$ cat config.mk
export PLATFORM = sky130hd
export DESIGN_NAME = dmem_controller
export DESIGN_NICKNAME = d
export VERILOG_FILES = /design/src/rtl/dmem_controller.sv
export SDC_FILE = /design/constraint.sdc
export NUM_CORES = 1
export LEC_CHECK = 0
export CAP_MARGIN = 10
export CELL_PAD_IN_SITES_DETAIL_PLACEMENT = 2
export CELL_PAD_IN_SITES_GLOBAL_PLACEMENT = 2
export CORE_MARGIN = 2
export CORE_UTILIZATION = 30
export DETAILED_ROUTE_END_ITERATION = 7
export DONT_BUFFER_PORTS = 1
export PLACE_DENSITY_LB_ADDON = 0.08
export SLEW_MARGIN = 10
export SYNTH_ARGS = -nofsm -noshare
export SYNTH_HDL_FRONTEND = slang
export SYNTH_SLANG_ARGS = --single-unit
$ cat constraint.sdc
create_clock -name clk -period 1.9 [get_ports clk]
set_input_delay 0.38 -clock clk [delete_from_list [all_inputs] [get_ports clk]]
set_output_delay 0.38 -clock clk [all_outputs]
set_load 0.02 [all_outputs]
$ cat src/rtl/dmem_controller.sv
// rtl/dmem_controller.sv - data-memory req/ack access controller with stall and timeout
//
// Turns the datapath's zero-latency DM port into a registered req/ack handshake
// toward a variable-latency memory, stalling the datapath until the access ends.
// Optional build macro: DMEM_ALIGN_CHECK_EN (rejects non-8-byte-aligned accesses).
//
// Ports:
//   clk, reset                     clock, synchronous active-high reset
//   DM_addr/DM_writeData           access address / store data from datapath
//   DM_writeEnable/DM_readEnable   store / load request from datapath
//   DM_readData                    registered load data to writeback
//   stall                          freezes PC and register writeback while high
//   mem_req/mem_we/mem_addr/mem_wdata  registered request toward memory
//   mem_ack/mem_rdata              one-cycle completion pulse and read data
//   bus_error                      one-cycle pulse when the memory never answers
//   misalign                       one-cycle pulse on a rejected misaligned access
module dmem_controller #(
  parameter int N       = 64,
  parameter int TIMEOUT = 16
) (
  input  logic         clk,
  input  logic         reset,
  input  logic [N-1:0] DM_addr,
  input  logic [N-1:0] DM_writeData,
  input  logic         DM_writeEnable,
  input  logic         DM_readEnable,
  output logic [N-1:0] DM_readData,
  output logic         stall,
  output logic         mem_req,
  output logic         mem_we,
  output logic [N-1:0] mem_addr,
  output logic [N-1:0] mem_wdata,
  input  logic         mem_ack,
  input  logic [N-1:0] mem_rdata,
  output logic         bus_error,
  output logic         misalign
);

  typedef enum logic [1:0] {S_IDLE, S_REQ, S_DONE} state_e;

  // Last counter value still allowed to wait for mem_ack.
  localparam logic [7:0] CNT_LAST = 8'(TIMEOUT - 1);

  state_e       state_q, state_d;
  logic [7:0]   cnt_q, cnt_d;
  logic         req_q, req_d;
  logic         we_q, we_d;
  logic [N-1:0] addr_q, addr_d;
  logic [N-1:0] wdata_q, wdata_d;
  logic [N-1:0] rdata_q, rdata_d;
  logic         be_q, be_d;
  logic         mis_q, mis_d;

  logic access;
  logic misaligned;

  assign access = DM_readEnable | DM_writeEnable;

`ifdef DMEM_ALIGN_CHECK_EN
  assign misaligned = (DM_addr[2:0] != 3'b000);
`else
  assign misaligned = 1'b0;
`endif

  // State register
  always_ff @(posedge clk) begin
    if (reset) begin
      state_q <= S_IDLE;
      cnt_q   <= '0;
      req_q   <= 1'b0;
      we_q    <= 1'b0;
      addr_q  <= '0;
      wdata_q <= '0;
      rdata_q <= '0;
      be_q    <= 1'b0;
      mis_q   <= 1'b0;
    end else begin
      state_q <= state_d;
      cnt_q   <= cnt_d;
      req_q   <= req_d;
      we_q    <= we_d;
      addr_q  <= addr_d;
      wdata_q <= wdata_d;
      rdata_q <= rdata_d;
      be_q    <= be_d;
      mis_q   <= mis_d;
    end
  end

  // Next-state and registered-output logic
  always_comb begin
    state_d = state_q;
    cnt_d   = cnt_q;
    req_d   = req_q;
    we_d    = we_q;
    addr_d  = addr_q;
    wdata_d = wdata_q;
    rdata_d = rdata_q;
    be_d    = 1'b0;
    mis_d   = 1'b0;
    case (state_q)
      S_IDLE: begin
        if (access) begin
          if (misaligned) begin
            // Rejected without touching memory; a misaligned load returns zero.
            mis_d   = 1'b1;
            state_d = S_DONE;
            if (!DM_writeEnable) rdata_d = '0;
          end else begin
            // Write enable dominates, so read+write together is a store.
            req_d   = 1'b1;
            we_d    = DM_writeEnable;
            addr_d  = DM_addr;
            wdata_d = DM_writeData;
            cnt_d   = '0;
            state_d = S_REQ;
          end
        end
      end
      S_REQ: begin
        cnt_d = cnt_q + 8'd1;
        // Ack is checked first so it wins over a timeout in the same cycle.
        if (mem_ack) begin
          req_d   = 1'b0;
          state_d = S_DONE;
          if (!we_q) rdata_d = mem_rdata;
        end else if (cnt_q == CNT_LAST) begin
          req_d   = 1'b0;
          be_d    = 1'b1;
          state_d = S_DONE;
          if (!we_q) rdata_d = '0;
        end
      end
      S_DONE: begin
        // Enables still high here belong to the retiring instruction.
        state_d = S_IDLE;
      end
      default: begin
        state_d = S_IDLE;
      end
    endcase
  end

  // Combinational outputs
  always_comb begin
    stall = 1'b0;
    case (state_q)
      S_IDLE:  stall = access;
      S_REQ:   stall = 1'b1;
      default: stall = 1'b0;
    endcase
  end

  assign mem_req     = req_q;
  assign mem_we      = we_q;
  assign mem_addr    = addr_q;
  assign mem_wdata   = wdata_q;
  assign DM_readData = rdata_q;
  assign bus_error   = be_q;
  assign misalign    = mis_q;

endmodule

==> results.yml, run 1 <==
power_and_ir_drop:
  vdd_drop_max_mv: 0.5510
  p_per_area_nw_per_um2: 1177
  leakagePower_nw: 3.293
min_path:
  min_path_type: "input port to flip-flop"
  whs_endpoint: "mem_addr[44]$_SDFFE_PP0P_"
  hp-start: "reset"
  whs_path_depth: 1
route:
  drt_first_pass_iters: 4
  vias_per_cell: 5.179
  wirelength_um: 26720
  drt_iter0_drc: 290
  vias: 6546
  final_antenna_net_count: 0
  drc_errors: 0
  post_drt_wl_per_cell_um: 21.14
global_route:
  first_global_vias: 6985
  grtUsageMet3_pct: 7.181
  grt-ovfl-total: 0
  grt_use_met2_pct: 34.26
  grt_max_degree: 207
  antenna_found_initial: 0
  grt_usage_pct: 18.45
  busiest_layer: "met2"
  grt_pass1_wl_um: 38990
  grtUsageMet1_pct: 18.58
placement:
  detailed_place.area_um2: 7816
  dp_hpwl_um: 17890
  portBuffers: 0
  dp_cells: 1179
  gp_congestion: 0.7295
critical_path:
  start_kind: "flip-flop"
  critical_path_class: "flip-flop to flip-flop"
  arrival_ns: 2.25
  reg2reg_slack_ns: 0.04
  worstReg2RegEnd: "mem_addr[37]$_SDFFE_PP0P_"
  r2r_start: "state_q[1]$_SDFFE_PP0P_"
  ff2ff_path_depth: 5
  worstPathMaxFanout: 27
  crit_path_end_kind: "flip-flop"
  cp.required_ns: 2.29
synth:
  syn_area_um2: 7585
  syn_inst: 919
  yosysWarnings: 0
  syn_nets: 1117
  syn_avg_cell_area_um2: 8.253
  yosys_register_bits: 205
  synth.distinct_cells: 33
  yosysSeqAreaShare_pct: 54.11
clock_network:
  clock-sinks: 205
  cts_tree: "yes"
  clk_latency_ns: 0.52
  cts_buffers: 24
  htreeDepth: 1
  cts_setup_buffers: 0
  clock_path_buffers: 3
  clk_pin_slew_ns: 0.06
  cts-root-buf: "clkbuf_16"
floorplan:
  die_x_um: 163.0
  dieArea_um2: 26570
  coreArea_um2: 25040
  ioPinCount: 394
  start_util_pct: 30.29
  dieHeight_um: 163.0
  num_rows: 58
sta:
  final.min_clock_period_ns: 1.865
  setup_viol: 0
  fmax_mhz: 536.3
  fin_crit_sh_pct: 98.15
  final-hold-violation-count: 38
  skew_ns: 0.009960
  slew_viol_final: 0
  hold_slack_ns: -0.04875
  rsz0062_at_grt: "yes"
finish:
  area_growth_syn_to_layout_pct: 19.10
  fin_area_um2: 9034
  antenna_cells: 0
  nNetsFinal: 1116
  drive_gt1_share_pct: 9.208
  instances_no_fill: 1264
  final_core_utilization_pct: 36.08
run:
  max_cap_violations: 0
run_status:
  violations: "hold timing"
  status: "finished with violations"
[placed cells by master, fill, tap and decap left out, types with 6 or more instances in the layout]
cell and n:
o31ai_1 40, clkbuf_16 25, nor2_1 11, nand2_1 324, dfxtp_1 203, clkbuf_8 7, o31ai_2 24, a21oi_1 200
dlygate4sd3_1 43, buf_12 7, nor3_1 6, clkbuf_1 6
[stage by stage]
| step | total power [mW] | setup TNS (ns) | setup slack (ns) |
|---|---|---|---|
| global route | 11.15 | -0.2323 | -0.03034 |
| floorplan | 5.928 | 0 | 0.3151 |
| finish | 10.63 | 0 | 0.03523 |
| CTS | 10.78 | 0 | 0.009934 |
| detailed placement | 6.206 | 0 | 0.07162 |
| global placement | 6.122 | 0 | 0.2130 |
[logic make-up after synthesis]
family          count (synthesis)  share of synthesized area, %
fa+ha+maj                       1                        0.1649
buf+inv                        84                         5.345
mux                             1                        0.1485
other cells                     1                       0.04944
compound gates                271                         21.78
flops                         205                         54.11
simple gates                  356                         18.41
[layout make-up]
type                    count  area [µm²]
inverters                   1       6.256
repair buffers             56       626.9
well taps                 330       412.9
flip-flops and latches    205        4111
multi-input cells         630        3108
clock inverters             4       23.77
fillers                  2830       16000
clock buffers              38       744.5
[how the worst max path moves through the flow]
stage,start,end,slack (ns),cells past startpoint
floorplan,cnt_q[0]$_SDFFE_PP0P_,DM_readData[43]$_SDFFE_PP0P_,0.32,8
global placement,cnt_q[0]$_SDFFE_PP0P_,DM_readData[10]$_SDFFE_PP0P_,0.21,6
detailed placement,cnt_q[0]$_SDFFE_PP0P_,DM_readData[10]$_SDFFE_PP0P_,0.07,6
CTS,state_q[1]$_SDFFE_PP0P_,mem_addr[40]$_SDFFE_PP0P_,0.01,5
global route,state_q[1]$_SDFFE_PP0P_,mem_addr[40]$_SDFFE_PP0P_,-0.03,5
finish,state_q[1]$_SDFFE_PP0P_,mem_addr[37]$_SDFFE_PP0P_,0.04,5
[report_power, final]
part	leakage [nW]	internal [mW]	switching [mW]
Clock	0.382	2.67	1.77
Combinational	1.23	0.366	0.637
Sequential	1.68	4.59	0.589
Total	3.29	7.63	3.00
[Yosys cell counts, drive strengths merged]
cell	number	area, µm²
nor3	7	40.04
clkbuf	43	161.4
nor4	1	12.51
nand2b	1	6.260
mux2	1	11.26
o31ai	64	600.6
o211ai	1	7.510
conb	1	3.750
or2	2	12.51
a21oi	201	1010
and3	1	6.260
nand2	324	1216
nand4	2	12.51
nor2	11	41.29
a31oi	1	6.260
a22oi	1	7.510
nor3b	2	15.01
nand3	1	5.000
dfxtp	205	4104
ha	1	12.51
or3	2	12.51
and4	1	8.760
buf	40	240.2
and2b	1	7.510
o21ai	2	10.01
inv	1	3.750
o211a	1	10.01
[sequential cells by signal, summed over array words and instances (netlist names)]
signal       flops
mem_req          1
state_q          2
mem_wdata       64
cnt_q            8
mem_addr        64
bus_error        1
DM_readData     64
mem_we           1
[metal layers]
layer	wire length, µm	up-vias	part of all wire (%)
met5	0	-	0
met4	802	0	3.0
met3	2707	52	10
met2	13740	266	51
met1	9470	3158	35
li1	-	3070	-
[what timing repair did]
| item | CTS | global route |
|---|---|---|
| gates resized for setup | 2 | 6 |
| hold buffers | 24 | 19 |
| endpoints found under the setup margin | 1 | 39 |
| hold endpoints to repair | 203 | 142 |
[worst max-delay path, cell delays in order, from the launching register on]
cell,delay (ns)
dfxtp_1,0.37
or3_4,0.44
buf_6,0.19
nand2_1,0.09
a21oi_1,0.07
dlygate4sd3_1,0.56
Power figures use the tool's default switching activity.
==> run 2, diff against run 1 <==
- CORE_UTILIZATION: 30 -> 21
- DONT_BUFFER_PORTS: 1 -> not set
- PLACE_DENSITY_LB_ADDON: 0.08 -> 0.1
==> results.yml, run 2 (synthesis gave the netlist of run 1 again) <==
run_status:
  status: "completed"
route:
  wirelength_um: 33040
  drt_iter0_drc: 205
  drc_errors: 0
  vias_per_cell: 4.491
  final_antenna_net_count: 0
  vias: 7985
  post_drt_wl_per_cell_um: 18.58
  drt_first_pass_iters: 4
floorplan:
  dieHeight_um: 194.0
  dieArea_um2: 37650
  start_util_pct: 21.32
  coreArea_um2: 35570
  die_x_um: 194.0
  ioPinCount: 394
  num_rows: 69
sta:
  final.min_clock_period_ns: 1.860
  final-hold-violation-count: 0
  worst_pin_slew_ns: 0.5798
  relSlewSlack_pct: 61.35
  tns_ns: 0
  hold_slack_ns: 0.1431
  rsz0062_at_grt: "no"
  skew_ns: 0.01934
  timing.final.ws_setup_ns: 0.04039
  slew_viol_final: 0
  fmax_mhz: 537.7
  setup_viol: 0
  fin_crit_sh_pct: 97.87
critical_path:
  worstPathMaxFanout: 2
  cp.required_ns: 1.52
  crit_buf_inv: 1
  crit_path_end_kind: "primary output"
  worstPathCellList: "clkdlybuf4s50_1"
  start_kind: "flip-flop"
  slowest_delay_ns: 0.61
  arrival_ns: 1.48
  cp_top_family: "buffers and inverters"
  critical_path_class: "flip-flop to primary output"
  slowest_stage: "clkdlybuf4s50_1"
power_and_ir_drop:
  p_total_mw: 11.80
  combPwrFrac_pct: 20.5
  power.switching_mw: 3.352
  p_per_area_nw_per_um2: 902.9
  intPower_mw: 8.452
  switching_share_pct: 28.39
  seq_power_share_pct: 40.2
  leakagePower_nw: 6.045
  clockPowerShare_pct: 39.3
  vdd_drop_max_mv: 0.6448
global_route:
  grt_max_degree: 63
  antenna_found_initial: 0
  grt_usage_pct: 16.96
  grt_pass1_wl_um: 50980
  grt-ovfl-total: 0
  first_global_vias: 8573
run:
  max_cap_violations: 0
clock_network:
  cts-root-buf: "clkbuf_16"
  clk_latency_ns: 0.54
  cts_tree: "yes"
  clk_pin_slew_ns: 0.05
  cts_setup_buffers: 0
  holdBufCountCts: 0
  cts_buffers: 27
  clock-sinks: 205
  clock_path_buffers: 3
  htreeDepth: 1
placement:
  dp_cells: 1737
  portBuffers: 392
  dp_hpwl_um: 23470
  preCtsSetupSlack_ns: -0.4002
  detailed_place.area_um2: 12280
  gp_congestion: 0.7101
finish:
  nNetsFinal: 1503
  drive_gt1_share_pct: 9.112
  final_core_utilization_pct: 36.75
  fillCellCount: 4009
  area_growth_syn_to_layout_pct: 72.35
  final_common_cell: "nand2_1"
  fin_area_um2: 13070
  antenna_cells: 0
  instances_no_fill: 1778
  layout_common_cells: "nand2_1, clkdlybuf4s50_1, dfxtp_1, a21oi_1, dlygate4sd2_1"
min_path:
  min_path_type: "input port to flip-flop"
[run 2: cell types whose count changed in the layout (fill, tap and decap cells not counted), sizes merged]
| cell | delta |
|---|---|
| clkdlybuf4s50 | +231 |
| dlygate4sd2 | +104 |
| dlymetal6s2s | +55 |
| dlygate4sd3 | -43 |
| buf | +37 |
| clkinv | -1 |
[run 2: final cells by class]
class	count	area [µm²]	area share (%)
Clock buffer	38	767.0	5.867
Clock inverter	3	18.77	0.1436
Inverter	1	3.754	0.02871
Multi-Input combinational cell	630	3107	23.77
Sequential cell	205	4109	31.43
Tap cell	461	576.8	4.412
Timing Repair Buffer	440	4491	34.35
[run 2: power by group through the flow]
stage                     combinational, mW  sequential, mW  clock [mW]
after floorplan                       0.753            5.17           0
after global placement                 2.56            4.83           0
after detailed placement               2.58            4.85           0
after CTS                              2.49            4.75        4.85
after global routing                   2.63            4.78        5.01
final                                  2.42            4.74        4.64
[run 2: per-layer routing]
metal  routed length [µm]  GRT usage, %  part of all wire (%)
met1                14230         21.10                    43
met2                16090         29.34                    49
met3                 2052         4.331                   6.2
met4                  657         3.872                   2.0
met5                    0             0                     0
[run 2: path summary, 6_finish.rpt]
check / startpoint / to / slack (ns) / depth (start not counted)
max: mem_addr[15]$_SDFFE_PP0P_ / mem_addr[15] / 0.04 / 1
min: reset / cnt_q[0]$_SDFFE_PP0P_ / 0.14 / 2
max reg2reg: cnt_q[0]$_SDFFE_PP0P_ / DM_readData[43]$_SDFFE_PP0P_ / 0.20 / 6
min reg2reg: mem_wdata[5]$_SDFFE_PP0P_ / mem_wdata[5]$_SDFFE_PP0P_ / 0.45 / 2
[run 2: timing repair]
action,in CTS,in global routing
pin swaps,0,0
resized for setup,109,56
endpoints found under the setup margin,105,56
cloned,0,0
==> run 3, diff against run 2 <==
- CORE_UTILIZATION: 21 -> 19
- clock period: 1.9 -> 1.7 ns (I/O delays scaled with it)
==> results.yml, run 3 (synthesis gave the netlist of run 1 again) <==
run_status:
  status: "completed"
min_path:
  whs_path_depth: 2
  min_path_type: "input port to flip-flop"
  whs_endpoint: "cnt_q[0]$_SDFFE_PP0P_"
  hp-start: "reset"
critical_path:
  worstReg2RegEnd: "DM_readData[10]$_SDFFE_PP0P_"
  ff2ff_path_depth: 7
  worstPathMaxFanout: 2
  start_kind: "flip-flop"
  arrival_ns: 1.35
  crit_buf_inv: 2
  slowest_delay_ns: 0.36
  crit_path_end_kind: "primary output"
  slowest_stage: "dfxtp_4"
  startpoint: "state_q[0]$_SDFFE_PP0P_"
  crit_cells: 4
  r2r_start: "cnt_q[1]$_SDFFE_PP0P_"
  cp_top_family: "flip-flops"
  critical_path_class: "flip-flop to primary output"
  worstPathCellList: "nor3_2 > or2_4 > inv_2 > buf_6"
  reg2reg_slack_ns: 0.03
  cp.required_ns: 1.36
run:
  max_cap_violations: 0
power_and_ir_drop:
  vdd_drop_max_mv: 0.6600
  power.switching_mw: 4.000
  switching_share_pct: 28.51
  p_per_area_nw_per_um2: 1046
  combPwrFrac_pct: 19.6
  clockPowerShare_pct: 42.7
  p_total_mw: 14.03
  leakagePower_nw: 5.682
  seq_power_share_pct: 37.7
  intPower_mw: 10.03
finish:
  nNetsFinal: 1516
  final_common_cell: "nand2_1"
  final_core_utilization_pct: 33.92
  regArea_um2: 4113
  layout_common_cells: "nand2_1, dfxtp_1, a21oi_1, clkdlybuf4s50_1, dlygate4sd2_1"
  multiInputGateArea_um2: 3263
  drive_gt1_share_pct: 12.61
  area_growth_syn_to_layout_pct: 76.86
  fillCellCount: 4486
route:
  wl_met2_um: 16800
  vias_per_cell: 4.274
  post_drt_wl_per_cell_um: 18.51
  drc_errors: 0
  final_antenna_net_count: 0
  drt-met1-wl_um: 15160
  top_layer_used: "met5"
  route.met3.wl_um: 1990
  drt_iter0_drc: 176
  drt_first_pass_iters: 4
  wirelength_um: 34550
  vias: 7976
global_route:
  grt-ovfl-total: 0
  grt_pass1_wl_um: 51350
  grt_max_degree: 60
  antenna_found_initial: 1
  first_global_vias: 8424
  grt_usage_pct: 15.84
sta:
  final-hold-violation-count: 0
  slew_viol_final: 0
  fin_crit_sh_pct: 99.39
  final.min_clock_period_ns: 1.690
  setup_viol: 0
  skew_ns: 0.008639
  fmax_mhz: 591.9
  rsz0062_at_grt: "yes"
placement:
  gp_congestion: 0.7061
  dp_hpwl_um: 24290
  portBuffers: 392
clock_network:
  htreeDepth: 1
  cts_tree: "yes"
  clk_latency_ns: 0.55
  holdBufCountCts: 0
  clock_path_buffers: 3
  clock-sinks: 205
  cts_buffers: 28
  cts-root-buf: "clkbuf_16"
  clk_pin_slew_ns: 0.05
floorplan:
  die_x_um: 203.8
  coreArea_um2: 39550
  dieArea_um2: 41530
  ioPinCount: 394
  dieHeight_um: 203.8
  num_rows: 73
  start_util_pct: 19.18
[run 3: cell count changes in the layout (fill, tap and decap cells not counted), moves of 4 or more]
cell	before	now
buf_12	16	23
dlygate4sd2_1	104	192
clkdlybuf4s50_1	231	195
clkbuf_1	6	10
o31ai_2	24	45
o31ai_1	40	17
dlymetal6s2s_1	55	0
[run 3: metrics by stage]
stage          worst slack, ns  cells  hold WS [ns]  cell area, µm²  TNS (ns)
2_1_floorplan           0.1151    919        0.4607            7585         0
3_3_place_gp           -0.4890   1808        0.4415           12500    -33.86
3_5_place_dp           -0.4852   1808        0.4502           12500    -37.52
4_1_cts               -0.04870   1861        0.1692           13210  -0.04870
5_1_grt               -0.05990   1865        0.1837           13410   -0.1294
6_report               0.01045   1866        0.1880           13410         0
[run 3: power groups by stage]
stage	Clock, mW	Combinational, mW	Sequential [mW]
2_1_floorplan	0	0.842	5.78
3_3_place_gp	0	2.94	5.40
3_5_place_dp	0	2.96	5.42
4_1_cts	6.22	2.77	5.29
5_1_grt	6.45	2.98	5.33
6_report	5.99	2.75	5.29
[run 3: worst max path at each step]
stage	endpoint	slack, ns
4_1_cts	stall	-0.05
6_report	stall	0.01
5_1_grt	stall	-0.06
3_5_place_dp	stall	-0.49
3_3_place_gp	stall	-0.49
2_1_floorplan	DM_readData[43]$_SDFFE_PP0P_	0.12
[run 3: per-layer routing]
| layer | GRT usage [%] | vias up |
|---|---|---|
| met3 | 3.723 | 40 |
| met4 | 3.989 | 2 |
| met5 | 0 | - |
| li1 | - | 3878 |
| met1 | 19.77 | 3843 |
| met2 | 27.36 | 213 |
[run 3: final cells by class]
cell class	instances	share of cell area (%)
timing repair buffer	452	33.13
sequential	205	30.66
multi-input combinational	630	24.33
clock buffer	45	6.305
tap	525	4.897
clock inverter	7	0.6343
inverter	1	0.02798
antenna	1	0.01865
[run 3: what timing repair did]
action | in CTS | in global routing
resized for setup | 210 | 31
cloned | 0 | 1
setup buffers | 1 | 3
pin swaps | 0 | 2
setup endpoints to repair | 196 | 10
